===== config.mk =====
export PLATFORM = sky130hd
export DESIGN_NAME = regfile_bist
export DESIGN_NICKNAME = d
export VERILOG_FILES = /design/src/rtl/regfile_bist_pkg.sv /design/src/rtl/regfile_bist_pattern.sv /design/src/rtl/regfile_bist.sv
export SDC_FILE = /design/constraint.sdc
export NUM_CORES = 1
export LEC_CHECK = 0
export CAP_MARGIN = 20
export CORE_UTILIZATION = 57
export CTS_CLUSTER_DIAMETER = 80
export DETAILED_ROUTE_END_ITERATION = 16
export DONT_BUFFER_PORTS = 1
export GPL_ROUTABILITY_DRIVEN = 0
export GPL_TIMING_DRIVEN = 0
export PLACE_DENSITY = 0.78
export SYNTH_ARGS = -nofsm -noshare
export SYNTH_HDL_FRONTEND = slang
export SYNTH_SLANG_ARGS = --single-unit

===== constraint.sdc =====
create_clock -name clk -period 5.3 [get_ports clk]
set_input_delay 1.59 -clock clk [delete_from_list [all_inputs] [get_ports clk]]
set_output_delay 1.59 -clock clk [all_outputs]
set_load 0.01 [all_outputs]

===== src/rtl/regfile_bist_pkg.sv =====
// Shared state encoding and default geometry for the register-file self-test controller.
package regfile_bist_pkg;

    localparam int ADDR_W_DEF = 5;
    localparam int DATA_W_DEF = 32;
    localparam int NREGS_DEF  = 32;

    typedef enum logic [1:0] {
        IDLE = 2'd0,
        WR   = 2'd1,
        RD   = 2'd2,
        DONE = 2'd3
    } state_t;

endpackage


===== src/rtl/regfile_bist_pattern.sv =====
// Address-derived test pattern: SEED + addr, inverted on the second pass; register 0 expects 0 when hardwired.
module regfile_bist_pattern #(
    parameter int               ADDR_W  = 5,
    parameter int               DATA_W  = 32,
    parameter logic [DATA_W-1:0] SEED   = DATA_W'(1),
    parameter bit               R0_ZERO = 1'b1
) (
    input  logic [ADDR_W-1:0] addr_i,
    input  logic              inv_i,
    output logic [DATA_W-1:0] exp_o
);

    logic [DATA_W-1:0] pat;

    assign pat   = (SEED + DATA_W'(addr_i)) ^ {DATA_W{inv_i}};
    assign exp_o = (R0_ZERO && (addr_i == '0)) ? '0 : pat;

endmodule


===== src/rtl/regfile_bist.sv =====
// Self-test initiator for the 32x32 dual-read register file: fill, read back on both ports, count mismatches.
// Defining REGFILE_BIST_INV_PASS_EN adds a second fill/read pass with the inverted pattern.
module regfile_bist
    import regfile_bist_pkg::*;
#(
    parameter int                ADDR_W  = ADDR_W_DEF,
    parameter int                DATA_W  = DATA_W_DEF,
    parameter int                NREGS   = NREGS_DEF,
    parameter logic [DATA_W-1:0] SEED    = DATA_W'(1),
    parameter bit                R0_ZERO = 1'b1
) (
    input  logic              clk,
    input  logic              rst,
    input  logic              start,
    output logic              busy,
    output logic              done,
    output logic              pass,
    output logic [ADDR_W+1:0] err_cnt,
    output logic [ADDR_W-1:0] first_fail_addr,
    output logic              rf_we,
    output logic [ADDR_W-1:0] rf_waddr,
    output logic [DATA_W-1:0] rf_wdata,
    output logic [ADDR_W-1:0] rf_raddr1,
    output logic [ADDR_W-1:0] rf_raddr2,
    input  logic [DATA_W-1:0] rf_rdata1,
    input  logic [DATA_W-1:0] rf_rdata2
);

    localparam int ERR_W = ADDR_W + 2;
    localparam logic [ADDR_W-1:0] IDX_LAST = ADDR_W'(NREGS - 1);

    state_t            state_q;
    logic [ADDR_W-1:0] idx_q;
    logic [ERR_W-1:0]  err_cnt_q;
    logic [ERR_W-1:0]  err_cnt_d;
    logic [ADDR_W-1:0] ffa_q;
    logic              done_q;
    logic              pass_q;
    logic              inv;

`ifdef REGFILE_BIST_INV_PASS_EN
    logic              inv_q;
    assign inv = inv_q;
`else
    assign inv = 1'b0;
`endif

    logic [ADDR_W-1:0] idx2;
    logic              idx_last;
    logic              in_wr;
    logic              in_rd;
    logic [DATA_W-1:0] wpat;
    logic [DATA_W-1:0] exp1;
    logic [DATA_W-1:0] exp2;
    logic              mis1;
    logic              mis2;
    logic [ERR_W:0]    err_sum;

    // Port 2 walks downward so both ports cover every register in one sweep.
    assign idx2     = IDX_LAST - idx_q;
    assign idx_last = (idx_q == IDX_LAST);
    assign in_wr    = (state_q == WR);
    assign in_rd    = (state_q == RD);

    regfile_bist_pattern #(
        .ADDR_W (ADDR_W),
        .DATA_W (DATA_W),
        .SEED   (SEED),
        .R0_ZERO(R0_ZERO)
    ) u_pat_wr (
        .addr_i(idx_q),
        .inv_i (inv),
        .exp_o (wpat)
    );

    regfile_bist_pattern #(
        .ADDR_W (ADDR_W),
        .DATA_W (DATA_W),
        .SEED   (SEED),
        .R0_ZERO(R0_ZERO)
    ) u_pat_rd1 (
        .addr_i(idx_q),
        .inv_i (inv),
        .exp_o (exp1)
    );

    regfile_bist_pattern #(
        .ADDR_W (ADDR_W),
        .DATA_W (DATA_W),
        .SEED   (SEED),
        .R0_ZERO(R0_ZERO)
    ) u_pat_rd2 (
        .addr_i(idx2),
        .inv_i (inv),
        .exp_o (exp2)
    );

    assign mis1 = in_rd && (rf_rdata1 != exp1);
    assign mis2 = in_rd && (rf_rdata2 != exp2);

    // Saturating add: one extra carry bit detects overflow.
    assign err_sum   = {1'b0, err_cnt_q} + {{ERR_W{1'b0}}, mis1} + {{ERR_W{1'b0}}, mis2};
    assign err_cnt_d = err_sum[ERR_W] ? {ERR_W{1'b1}} : err_sum[ERR_W-1:0];

    always_ff @(posedge clk) begin
        if (rst) begin
            state_q   <= IDLE;
            idx_q     <= '0;
            err_cnt_q <= '0;
            ffa_q     <= '0;
            done_q    <= 1'b0;
            pass_q    <= 1'b0;
`ifdef REGFILE_BIST_INV_PASS_EN
            inv_q     <= 1'b0;
`endif
        end else begin
            case (state_q)
                IDLE, DONE: begin
                    if (start) begin
                        state_q   <= WR;
                        idx_q     <= '0;
                        err_cnt_q <= '0;
                        ffa_q     <= '0;
                        done_q    <= 1'b0;
                        pass_q    <= 1'b0;
`ifdef REGFILE_BIST_INV_PASS_EN
                        inv_q     <= 1'b0;
`endif
                    end
                end
                WR: begin
                    idx_q <= idx_last ? '0 : idx_q + ADDR_W'(1);
                    if (idx_last) begin
                        state_q <= RD;
                    end
                end
                RD: begin
                    err_cnt_q <= err_cnt_d;
                    // A zero count means nothing has failed yet; port 1 wins a same-cycle tie.
                    if ((err_cnt_q == '0) && (mis1 || mis2)) begin
                        ffa_q <= mis1 ? idx_q : idx2;
                    end
                    idx_q <= idx_last ? '0 : idx_q + ADDR_W'(1);
                    if (idx_last) begin
`ifdef REGFILE_BIST_INV_PASS_EN
                        if (!inv_q) begin
                            inv_q   <= 1'b1;
                            state_q <= WR;
                        end else begin
                            state_q <= DONE;
                            done_q  <= 1'b1;
                            pass_q  <= (err_cnt_d == '0);
                        end
`else
                        state_q <= DONE;
                        done_q  <= 1'b1;
                        pass_q  <= (err_cnt_d == '0);
`endif
                    end
                end
                default: state_q <= IDLE;
            endcase
        end
    end

    assign busy            = in_wr || in_rd;
    assign done            = done_q;
    assign pass            = pass_q;
    assign err_cnt         = err_cnt_q;
    assign first_fail_addr = ffa_q;
    assign rf_we           = in_wr;
    assign rf_waddr        = in_wr ? idx_q : '0;
    assign rf_wdata        = in_wr ? wpat : '0;
    assign rf_raddr1       = in_rd ? idx_q : '0;
    assign rf_raddr2       = in_rd ? idx2 : '0;

endmodule


# Word-level counts from Yosys, hierarchy flattened
# Index checks and enable logic that the tools add are counted.
[totals]
reg_bits = 21
latchBits = 0
mem_bits_rw = 0
mem_bits_ro = 0
inputBits = 67
wordCells = 63
mem_count = 0
[classes]
addsub = 6
mul = 0
div_mod_pow = 0
order_cmp = 0
eq_ne = 10
shifts = 0
muxes = 24
n_bitwise = 0
reduce_logical = 17
[ops]
columns = ["operator", "count"]
rows = [
  ["$mux W32", 3],
  ["$ne A32 B32 Y1", 2],
  ["$mux W5", 7],
  ["$pmux W5 S2", 2],
  ["$logic_not A7 Y1", 2],
  ["$mux W7", 2],
  ["$pmux W7 S2", 1],
  ["$add A1 B5 Y6 const A", 2],
  ["$logic_not A5 Y1", 2],
  ["$reduce_and A3 Y1", 3],
  ["$add A7 B1 Y8", 1],
  ["$add A8 B1 Y8", 1],
  ["$mux W2", 3],
  ["$ne A2 B2 Y1 const B", 3],
  ["$pmux W2 S3", 1],
  ["$add A5 B1 Y5 const B", 1],
  ["$eq A5 B5 Y1 const B", 1],
  ["$sub A5 B5 Y5 const A", 1],
  ["$eq A2 B2 Y1 const B", 2],
  ["$pmux W1 S2", 2],
  ["$reduce_or A2 Y1", 2],
  ["$logic_and A1 B1 Y1", 3],
  ["$mux W1", 3],
  ["$eq A2 B1 Y1 const B", 1],
  ["5 further kinds", 6],
]

# Longest topological paths before layout
# Gate-level depths: netlist (run 1).
[logic_depth]
depth_word = 10
ltp_mapped = 19
mapped_depth_nobuf = 17

# Hierarchy
# From an unflattened synthesis (run 1), not the netlist that was laid out.
[unflattened]
hier_cells = 449
hier_area_um2 = 3413.3
[modules_own_cells]
columns = ["module", "n_inst", "cells_each", "area_each_um2", "seq_area_each_um2"]
rows = [
  ["regfile_bist", 1, 296, 2268.4, 420.4],
  ["regfile_bist_pattern", 3, 51, 381.6, 0.0],
]

# Worst setup path before layout (run 1)
# OpenSTA, ideal clock, no wires.
[synth_timing]
path_kind = "input to register"
startpoint = "in rf_rdata1[7]"
endpoint = "reg pass_q, in the netlist pass"
setup_ps = 71
arrival_time_ps = 4072
slack_ps = 1157
stages = 12
path_buffers = 0
cell_sequence = "nor4_1 nand4_1 nor4b_4 nand4_1 and2_1 fa_1 and3_1 o31ai_1 a31oi_1 nor4_1 nand3_1 a21oi_1"
[synth_via]
elab_chain_len = 8
[synth_lines]
columns = ["element", "line_no", "source"]
rows = [
  ["start, declared", "regfile_bist.sv:25", "input logic [DATA_W-1:0] rf_rdata1,"],
  ["$ne A32 B32 Y1", "regfile_bist.sv:98", "assign mis1 = in_rd && (rf_rdata1 != exp1);"],
  ["$logic_and A1 B1 Y1", "regfile_bist.sv:98", ""],
  ["$add A7 B1 Y8", "regfile_bist.sv:102", "assign err_sum = {1'b0, err_cnt_q} + {{ERR_W{1'b0}}, mis1} + {{ERR_W{1'b0}}, mis2};"],
  ["$add A8 B1 Y8", "regfile_bist.sv:102", ""],
  ["$mux W7", "regfile_bist.sv:103", "assign err_cnt_d = err_sum[ERR_W] ? {ERR_W{1'b1}} : err_sum[ERR_W-1:0];"],
  ["$logic_not A7 Y1", "regfile_bist.sv:157", "pass_q <= (err_cnt_d == '0);"],
  ["$mux W1", "regfile_bist.sv:144", "if (idx_last) begin"],
  ["$pmux W1 S2", "regfile_bist.sv:117", "case (state_q)"],
  ["end signal, assigned", "regfile_bist.sv:157", ""],
  ["end, declared", "regfile_bist.sv:38", "logic pass_q;"],
]
# Every way passes these cells. The select of a mux whose other input is x is not followed.
# A chain may end at the register's enable or synchronous reset.

# Final worst setup path (run 1)
[layout_timing]
startpoint = "in rf_rdata1[22]"
endpoint = "reg pass_q, in the netlist pass"
# Same word-level chain as after synthesis.

==> qor.csv, run 1 <==
stage,metric,value,unit
power,"Power, Total",0.665,mW
power,Static Leakage,0.911,nW
worst_setup_path,Worst Path Max Fanout,5,
clock_network,CTS sink cnt,21,
worst_setup_path,Crit Path Category,primary input to register,
yosys,simple-gate area share of the yosys netlist,36.6,%
floorplan,die extent in x,62.1,um
worst_setup_path,element type at the critical path end,register,
clock_network,Num CTS Buffers,3,
power,Max IR drop VDD,0.000285,V
run_status,status,"finished, final reports clean",
worst_setup_path,reg2reg end,pass,
sta,RSZ-0062 raised after global routing,no,
yosys,Post-Synth XOR/XNOR Area,6.80,%
yosys,"Avg Cell Area, Syn",7.61,um^2
min_path,hold endpoint,state_q[1],
placement,Post-DP HPWL,3870,um
sta,Slew HR,56.1,%
global_route,initial antenna violation count,0,
worst_setup_path,CP peak stage delay,380,ps
global_route,Congestion Overflow GR,0,
worst_setup_path,"Cell Chain, Critical Path",nor4_1 -> nand4_1 -> nor4b_4 -> nand4_1 -> and2_1 -> fa_1 -> and3_1 -> o31ai_1 -> a31oi_1 -> nor4_1 -> nand3_1 -> a21oi_1,
worst_setup_path,R2R Path Start,idx_q[1],
routing,DRC Markers,0,
layout,nets,378,
floorplan,initial core utilization,60.8,%
yosys,Synth area leader,dfxtp_1,
clock_network,Clock Path Buffers,2,
sta,Slew Limit Fails,0,
floorplan,Die Y,62.1,um
min_path,HP Start,state_q[1],
sta,final setup TNS,0,ps
yosys,Syn Std Cell Area,0.00206,mm^2
yosys,most frequent cell after synthesis,nor2_1,
yosys,async set-reset flop share out of synthesis,0,%
routing,Initial DRC Count,113,
yosys,Compound-Gate Fraction of Synth Area,14.6,%
layout,layout cells sized above 1,16.0,%
sta,fin crit period,4150,ps
yosys,mux cell area share after synthesis,0.971,%
min_path,hold depth,2,
clock_network,CTS Hold Bufs,0,
yosys,Yosys warning total,0,
layout,n_diodes,0,
worst_setup_path,Critical Path RT,5540,ps
sta,period utilisation layout,78.4,%
yosys,Synth area leaders,"dfxtp_1 20%, buf_4 10%, nor2_1 5.8%",
run,MaxCap Viol Count,0,
yosys,"Distinct cells, synth",53,
global_route,largest net degree at the start of global routing,12,
clock_network,H-tree depth,1,
clock_network,Post-CTS Resized,0,
clock_network,clock root cell,clkbuf_4,
clock_network,# Post-CTS Setup Buffers,0,
power,PwrDens,297,mW/mm^2
worst_setup_path,CP arrival,4390,ps
sta,final hold vios,0,
global_route,first-pass GRT wire length,7840,um
yosys,Post-synth EDFFs,0,
floorplan,core area,0.00339,mm^2
placement,Port Buf Inserts,0,
floorplan,FP Rows,21,
worst_setup_path,crit start category,primary input,
sta,top achievable clock speed,241,MHz
floorplan,die area,0.00386,mm^2
routing,Routed Antenna Nets,0,
worst_setup_path,cell count of the worst reg-to-reg path,17,
routing,DR WL/cell,13.8,um
min_path,Hold Path Class,register to register,
yosys,most frequent cells after synthesis,"32 x nor2_1, 28 x buf_4, 21 x dfxtp_1, 19 x a21oi_1, 16 x nor4_1",
worst_setup_path,"setup slack, reg-to-reg",1280,ps
layout,area grow syn2layout,8.62,%
yosys,top_reg_cell synth,dfxtp_1,
global_route,Total GRT Usage,25.1,%
worst_setup_path,Critical-path top delay cell,fa_1,
routing,routed wire length,4770,um
sta,Max Clock Skew,10.9,ps
sta,pin slew with the least headroom to its limit,657,ps
routing,post-DR vias/cell,5.60,
sta,final setup violating endpoints,0,
floorplan,io pins,130,
routing,DR pass1 iterations,4,
yosys,register area share after synthesis,20.4,%
global_route,vias in the first global route,1660,
routing,Vias,1939,
yosys,Post-Synth Adder-Cell Area,6.43,%
yosys,Synth Register Bits,21,
yosys,Gate Count Post-Synth,271,
yosys,Yosys top cell area share,20.4,%
clock_network,CTS tree,done,
yosys,largest family of logic cells by synthesized area,simple AND/OR/NAND/NOR gates,
clock_network,Clock Latency Late Sink,310,ps
clock_network,Worst-path clk slew,110,ps
worst_setup_path,worst setup path startpoint,rf_rdata1[22],
## worst max path at each step
| stage | endpoint | slack [ps] | cells past startpoint |
|---|---|---|---|
| 2_1_floorplan | pass | 1160 | 12 |
| 6_report | pass | 1150 | 12 |
| 3_3_place_gp | pass | 880 | 12 |
| 5_1_grt | pass | 1000 | 18 |
| 3_5_place_dp | pass | 850 | 12 |
| 4_1_cts | pass | 1160 | 12 |
## metrics by stage
step	std cells	utilization, %	cell area [um^2]	setup WS, ps	hold slack, ps
2_1_floorplan	296	-	2160	1160	481
3_3_place_gp	342	65.3	2210	879	517
3_5_place_dp	342	65.3	2210	848	515
4_1_cts	346	66.1	2240	1160	540
5_1_grt	346	66.1	2240	995	574
6_report	346	66.1	2240	1150	538
## cell usage in the layout (no fill, tap or decap), types with 6 or more instances in the layout
cell,count
o21ai_0,12
and2_1,13
dfxtp_1,21
clkbuf_1,6
nand4_1,8
nor4_1,16
xnor2_1,13
ha_1,9
buf_4,28
a21oi_1,19
nor2_1,32
nor3_1,6
nand2_1,10
conb_1,26
nor2b_1,9
## sequential cells by signal, summed over array words and instances, names as in the netlist
register and count:
err_cnt 7, first_fail_addr 5, idx_q 5, state_q 2
done 1, pass 1
## where the power goes
part	switching, mW	leakage, nW	internal [mW]
sequential	0.0185	0.170	0.171
clock	0.0502	0.0150	0.0294
combinational	0.247	0.726	0.149
total	0.316	0.911	0.349
## worst max-delay path: cells and delay by family
| kind | cells | cell delay (ps) |
|---|---|---|
| AOI/OAI and AO/OA | 3 | 460 |
| adders and majority gates | 1 | 380 |
| and+or+nand+nor | 8 | 1970 |
## cell families after synthesis
logic type / after synthesis
fa+ha+maj: 10
buf+inv: 46
compound gates: 49
other cells: 1
xor+xnor: 16
flops: 21
mux: 2
simple gates: 126
## per-layer routing
metal / vias up / routed length [um] / share of wire (%) / global-route usage [%]
met2: 74 / 2220 / 47 / 40.5
met1: 896 / 2140 / 45 / 33.7
met4: 0 / 80 / 1.7 / 6.69
met3: 10 / 327 / 6.9 / 5.51
met5: - / 0 / 0 / 0
li1: 959 / - / - / -
## cell type report
cell class | count | area [um^2]
plain buffers | 39 | 264
multi-input cells | 229 | 1450
flip-flops and latches | 21 | 420
clock buffers | 4 | 26.3
inverters | 7 | 26.3
fillers | 315 | 1150
well taps | 46 | 57.6
No activity file was read; power rests on OpenSTA's default activity.
==> run 2, diff against run 1 <==
--- a/config.mk
+++ b/config.mk
@@ -12,7 +12,7 @@
 export DONT_BUFFER_PORTS = 1
 export GPL_ROUTABILITY_DRIVEN = 0
 export GPL_TIMING_DRIVEN = 0
-export PLACE_DENSITY = 0.78
+export PLACE_DENSITY = 0.81
 export SYNTH_ARGS = -nofsm -noshare
 export SYNTH_HDL_FRONTEND = slang
 export SYNTH_SLANG_ARGS = --single-unit
==> constraint.sdc (replaced) <==
create_clock -name clk -period 3.4 [get_ports clk]
set_input_delay 1.02 -clock clk [delete_from_list [all_inputs] [get_ports clk]]
set_output_delay 1.02 -clock clk [all_outputs]
set_load 0.01 [all_outputs]
==> run 2 against run 1 <==
- the flow now finishes with violations (negative setup slack)
- wire length increased by 16%
- first-iteration DRC count up 32%
- clock skew down 9.5 ps
- final cell count is 3.2% higher
- non-clock buffer count increased by 11
- flip-flop and latch count unchanged
- via count rose by 4.8%
- critical path type is now register to register
- critical endpoint unchanged
==> qor.csv, run 2 (synthesis gave the netlist of run 1 again) <==
stage,metric,value,unit,change
layout,nets,389,,+2.9%
sta,Slew Limit Fails,0,,unchanged
sta,Max Clock Skew,1.42,ps,-9.49 ps
floorplan,FP Rows,21,,unchanged
clock_network,H-tree depth,1,,unchanged
worst_setup_path,CP arrival,3670,ps,-720 ps
worst_setup_path,Worst Path Max Fanout,4,,-1
layout,Final Util,73.5,%,+7.5 points
sta,final setup margin,-88.2,ps,-1230 ps
worst_setup_path,worst setup path startpoint,idx_q[0],,
floorplan,die extent in x,62.1,um,unchanged
sta,RSZ-0062 raised after global routing,yes,,
global_route,Total GRT Usage,25.9,%,+0.79 points
sta,period utilisation layout,103,%,
power,PwrDens,481,mW/mm^2,+62%
clock_network,Worst-path clk slew,120,ps,about the same
run_status,violated checks,negative setup slack,,
worst_setup_path,Critical Path RT,3580,ps,-1960 ps
routing,DR pass1 iterations,4,,unchanged
routing,post-DR vias/cell,5.69,,+1.6%
global_route,largest net degree at the start of global routing,12,,unchanged
worst_setup_path,element type at the critical path end,register,,
routing,DR WL/cell,15.5,um,+13%
layout,max FFs per register,7,,unchanged
floorplan,initial core utilization,60.8,%,unchanged
floorplan,Die Y,62.1,um,unchanged
floorplan,core area,0.00339,mm^2,unchanged
sta,top achievable clock speed,287,MHz,
global_route,vias in the first global route,1835,,+11%
worst_setup_path,crit start category,register,,
layout,layout cells sized above 1,27.0,%,+11 points
routing,routed wire length,5540,um,+16%
layout,area grow syn2layout,20.9,%,
clock_network,Clock Path Buffers,2,,unchanged
floorplan,die area,0.00386,mm^2,unchanged
min_path,Hold Path Class,register to register,,
run,MaxCap Viol Count,0,,unchanged
worst_setup_path,Crit Path Category,register to register,,
sta,pin slew with the least headroom to its limit,663,ps,+6.46 ps
routing,Initial DRC Count,149,,+32%
placement,Post-DP HPWL,3970,um,+2.7%
layout,most frequent cells in the layout,"37 x buf_4, 31 x nor2_1, 26 x conb_1, 19 x a21oi_1, 17 x dfxtp_1",,
clock_network,Num CTS Buffers,3,,unchanged
sta,fin crit period,3490,ps,
min_path,HP Start,state_q[1],,
layout,Final Cell Area,0.00249,mm^2,+11%
clock_network,Clock Latency Late Sink,300,ps,about the same
sta,Slew HR,55.7,%,-0.43 points
worst_setup_path,R2R Path Start,idx_q[0],,
global_route,Congestion Overflow GR,0,,unchanged
placement,Port Buf Inserts,0,,unchanged
placement,DP Area,0.00223,mm^2,+0.62%
sta,final hold vios,0,,unchanged
layout,"most common cell after layout, fill and taps aside",buf_4,,
sta,final setup TNS,-90.0,ps,-90.0 ps
sta,final setup violating endpoints,2,,+2
floorplan,io pins,130,,unchanged
global_route,initial antenna violation count,0,,unchanged
power,Static Leakage,1.00,nW,+9.9%
global_route,first-pass GRT wire length,8100,um,+3.3%
layout,n_diodes,0,,unchanged
clock_network,clock root cell,clkbuf_4,,
clock_network,CTS tree,done,,
routing,Vias,2033,,+4.8%
routing,Routed Antenna Nets,0,,unchanged
routing,DRC Markers,0,,unchanged
clock_network,CTS sink cnt,21,,unchanged
run_status,status,"finished, violations left",,
power,Max IR drop VDD,0.000322,V,+13%
## run 2: what timing repair did
item,4_1_cts,5_1_grt
hold buffers,0,0
gates resized for setup,22,18
buffers inserted,5,5
pin swaps,8,10
cloned,1,0
setup endpoints to repair,8,7
## run 2: worst max-delay path: stages (launching register included)
cell     delay (ps)
dfxtp_4         390
buf_8           110
inv_8            30
ha_4            150
nor3b_4         140
ha_2            180
buf_2           140
nor2b_1         140
a21oi_1          90
o31ai_2         260
nand4_1         220
and2_4          200
fa_2            350
and3_4          200
buf_6           130
nand3_4          80
o31ai_2          70
a31oi_1         230
nor4_2           60
nand3_1         100
a21oi_1          70
## run 2: routing by layer
metal  wire length (um)  track usage [%]  part of all wire [%]
met5                  0                0                     0
met4                 87             8.72                   1.6
met3                412             4.96                   7.4
met2               2880             47.1                    52
met1               2150             30.1                    39
## run 2: worst paths after layout
kind | slack (ps) | cells after the start | to
worst max-delay path | -90 | 20 | pass
worst max register to register | -90 | 20 | pass
worst min register to register | 540 | 2 | state_q[1]
worst min-delay path | 540 | 2 | state_q[1]
## run 2: through the flow
stage	power, mW	hold WS, ps	worst slack, ps	cells
2_1_floorplan	0.806	481	15.4	296
3_3_place_gp	0.909	505	-381	342
3_5_place_dp	0.920	508	-446	342
4_1_cts	1.13	537	-139	352
5_1_grt	1.29	563	-202	357
6_report	1.20	539	-88.2	357
## run 2: report_power, final
group	switching, mW	internal, mW
logic	0.453	0.326
registers	0.0253	0.271
clock network	0.0783	0.0457
## run 2: area by class of cell
| class | count | area [um^2] |
|---|---|---|
| Fill cell | 272 | 897 |
| Clock buffer | 4 | 26.3 |
| Timing Repair Buffer | 11 | 83.8 |
| Inverter | 7 | 33.8 |
| Buffer | 39 | 280 |
| Tap cell | 46 | 57.6 |
| Sequential cell | 21 | 430 |
| Multi-Input combinational cell | 229 | 1580 |
==> run 3, diff against run 2 <==
--- a/config.mk
+++ b/config.mk
@@ -16,3 +16,4 @@
 export SYNTH_ARGS = -nofsm -noshare
 export SYNTH_HDL_FRONTEND = slang
 export SYNTH_SLANG_ARGS = --single-unit
+export TNS_END_PERCENT = 20
==> constraint.sdc (replaced) <==
create_clock -name clk -period 2.8 [get_ports clk]
set_input_delay 0.84 -clock clk [delete_from_list [all_inputs] [get_ports clk]]
set_output_delay 0.84 -clock clk [all_outputs]
set_load 0.01 [all_outputs]
==> run 3 against run 2 <==
- the run still ends with negative setup slack left
- register-to-register slack worse by 610 ps
- largest power group unchanged
- worst setup slack worse by 610 ps
- largest cell class unchanged
- via count rose by 1.2%
- sequential share of layout area is 0.25 points lower
- utilization is 1.1 points higher
- fmax fell by 0.20%
- highest routed layer unchanged
- final cell count increased by 1.4%
- critical path type unchanged
- first-iteration DRC count increased by 14%
- design area is 1.5% higher
- combinational power grew 20%
- wire length grew 0.47%
==> qor.csv, run 3 (synthesis gave the netlist of run 1 again) <==
stage,metric,value,unit,change
sta,period utilisation layout,125,%,+22 points
global_route,vias in the first global route,1775,,-3.3%
layout,area grow syn2layout,22.6,%,
worst_setup_path,Worst Path Max Fanout,8,,+4
global_route,first-pass GRT wire length,8520,um,+5.2%
worst_setup_path,Critical-path top delay cell,dfxtp_4,,
routing,DR top layer,met4,,
sta,fin crit period,3500,ps,+6.95 ps
min_path,HP Start,state_q[1],,
sta,RSZ-0062 raised after global routing,yes,,
sta,final setup margin,-695,ps,-607 ps
worst_setup_path,Crit Path Category,register to register,,
run_status,violated checks,negative setup slack,,
floorplan,die area,0.00386,mm^2,unchanged
sta,Slew HR,55.5,%,-0.18 points
routing,Vias,2058,,+1.2%
power,PwrDens,570,mW/mm^2,+19%
global_route,largest net degree at the start of global routing,12,,unchanged
clock_network,Worst-path clk slew,120,ps,about the same
clock_network,H-tree depth,1,,unchanged
min_path,Hold Path Class,register to register,,
worst_setup_path,CP peak stage delay,390,ps,about the same
worst_setup_path,"setup slack, reg-to-reg",-700,ps,-610 ps
layout,max FFs per register,7,,unchanged
global_route,Congestion Overflow GR,0,,unchanged
routing,WL met2,2650,um,-8.0%
floorplan,io pins,130,,unchanged
floorplan,FP Rows,21,,unchanged
placement,Post-DP HPWL,4070,um,+2.4%
run,MaxCap Viol Count,0,,unchanged
placement,Port Buf Inserts,0,,unchanged
worst_setup_path,CP arrival,3690,ps,+20 ps
routing,post-DR vias/cell,5.69,,-0.17%
floorplan,Die Y,62.1,um,unchanged
routing,DRC Markers,0,,unchanged
global_route,Total GRT Usage,27.2,%,+1.3 points
layout,most frequent cells in the layout,"43 x buf_4, 30 x nor2_1, 26 x conb_1, 18 x a21oi_1, 17 x dfxtp_1",,
clock_network,Clock Path Buffers,2,,unchanged
floorplan,die extent in x,62.1,um,unchanged
sta,pin slew with the least headroom to its limit,666,ps,+2.69 ps
worst_setup_path,"Cell Chain, Critical Path",buf_8 -> clkinv_8 -> ha_4 -> nor3b_4 -> ha_2 -> buf_6 -> nor3_2 -> xnor2_1 -> nand4_1 -> and2_4 -> fa_2 -> and3_4 -> buf_6 -> nand3_4 -> o31ai_2 -> a31oi_1 -> nor4_2 -> nand3_1 -> a21oi_2,,
layout,"most common cell after layout, fill and taps aside",buf_4,,
sta,top achievable clock speed,286,MHz,-0.20%
worst_setup_path,Critical Path RT,2990,ps,-590 ps
sta,final setup violating endpoints,8,,+6
worst_setup_path,R2R Path Start,idx_q[0],,
clock_network,Num CTS Buffers,3,,unchanged
worst_setup_path,crit start category,register,,
power,Static Leakage,1.02,nW,+1.5%
routing,DR pass1 iterations,4,,unchanged
min_path,hold endpoint,state_q[1],,
clock_network,Clock Latency Late Sink,310,ps,about the same
layout,n_diodes,0,,unchanged
sta,final hold vios,0,,unchanged
sta,hold_ws,547,ps,+7.72 ps
routing,met3 wire len,531,um,+29%
routing,met1 WL,2280,um,+6.2%
power,Max IR drop VDD,0.000460,V,+43%
clock_network,CTS sink cnt,21,,unchanged
clock_network,clock root cell,clkbuf_4,,
worst_setup_path,crit-path most repeated cell,buf_6,,
routing,DR WL/cell,15.4,um,-0.92%
clock_network,CTS tree,done,,
floorplan,core area,0.00339,mm^2,unchanged
worst_setup_path,element type at the critical path end,register,,
routing,Initial DRC Count,170,,+14%
layout,Final Util,74.6,%,+1.1 points
global_route,initial antenna violation count,0,,unchanged
routing,Routed Antenna Nets,0,,unchanged
worst_setup_path,reg2reg end,pass,,
sta,Slew Limit Fails,0,,unchanged
floorplan,initial core utilization,60.8,%,unchanged
layout,nets,394,,+1.3%
routing,routed wire length,5560,um,+0.47%
placement,post-place setup slack,-889,ps,-443 ps
sta,Max Clock Skew,1.10,ps,-0.316 ps
layout,Layout fillers,264,,-2.9%
run_status,status,"finished, violations left",,
worst_setup_path,cell count of the worst reg-to-reg path,19,,-5.0%
clock_network,CTS Hold Bufs,0,,unchanged
min_path,hold depth,2,,unchanged
layout,layout cells sized above 1,28.8,%,+1.8 points
## run 3: worst max path at each step
stage	startpoint	endpoint	slack [ps]	cells after the start
after global placement	idx_q[1]	pass	-780	17
after global routing	idx_q[1]	pass	-820	17
after CTS	idx_q[0]	pass	-680	18
after floorplan	idx_q[0]	pass	-460	18
final	idx_q[0]	pass	-700	19
after detailed placement	idx_q[1]	pass	-890	17
## run 3: power breakdown
part | switching [mW] | internal, mW | total (mW)
registers | 0.0307 | 0.329 | 0.359
clock network | 0.0950 | 0.0557 | 0.151
logic | 0.531 | 0.402 | 0.933
## run 3: per-layer routing
metal	GRT usage, %	vias up
li1	-	997
met1	35.5	932
met5	0	-
met2	44.8	114
met3	6.25	15
met4	7.85	0
## run 3: final cells by class
class,count,area (um^2),area share (%)
Clock buffer,4,26.3,1.04
Inverter,7,38.8,1.53
Tap cell,46,57.6,2.28
Timing Repair Buffer,16,124,4.90
Sequential cell,21,430,17.0
Buffer,39,280,11.1
Multi-Input combinational cell,229,1570,62.1
## run 3: timing repair
item / 4_1_cts / 5_1_grt
resized for setup: 20 / 16
pin swaps: 14 / 16
setup endpoints to repair: 13 / 8
buffers inserted: 11 / 5
## run 3: worst max-delay path: cells and delay by family (launching register included)
family / cells / cell delay [ps]
buf+inv: 4 / 420
compound gates: 3 / 410
xor+xnor: 1 / 220
flops: 1 / 390
simple gates: 8 / 1210
fa+ha+maj: 3 / 710
## run 3: metrics by stage
stage | total power, mW | instance area, um^2 | setup TNS, ps | std cells
final | 1.44 | 2530 | -3850 | 362
after global routing | 1.56 | 2530 | -5110 | 362
after CTS | 1.39 | 2420 | -3660 | 357
after detailed placement | 1.17 | 2260 | -5140 | 342
after global placement | 1.15 | 2260 | -4340 | 342
after floorplan | 1.03 | 2200 | -2050 | 296
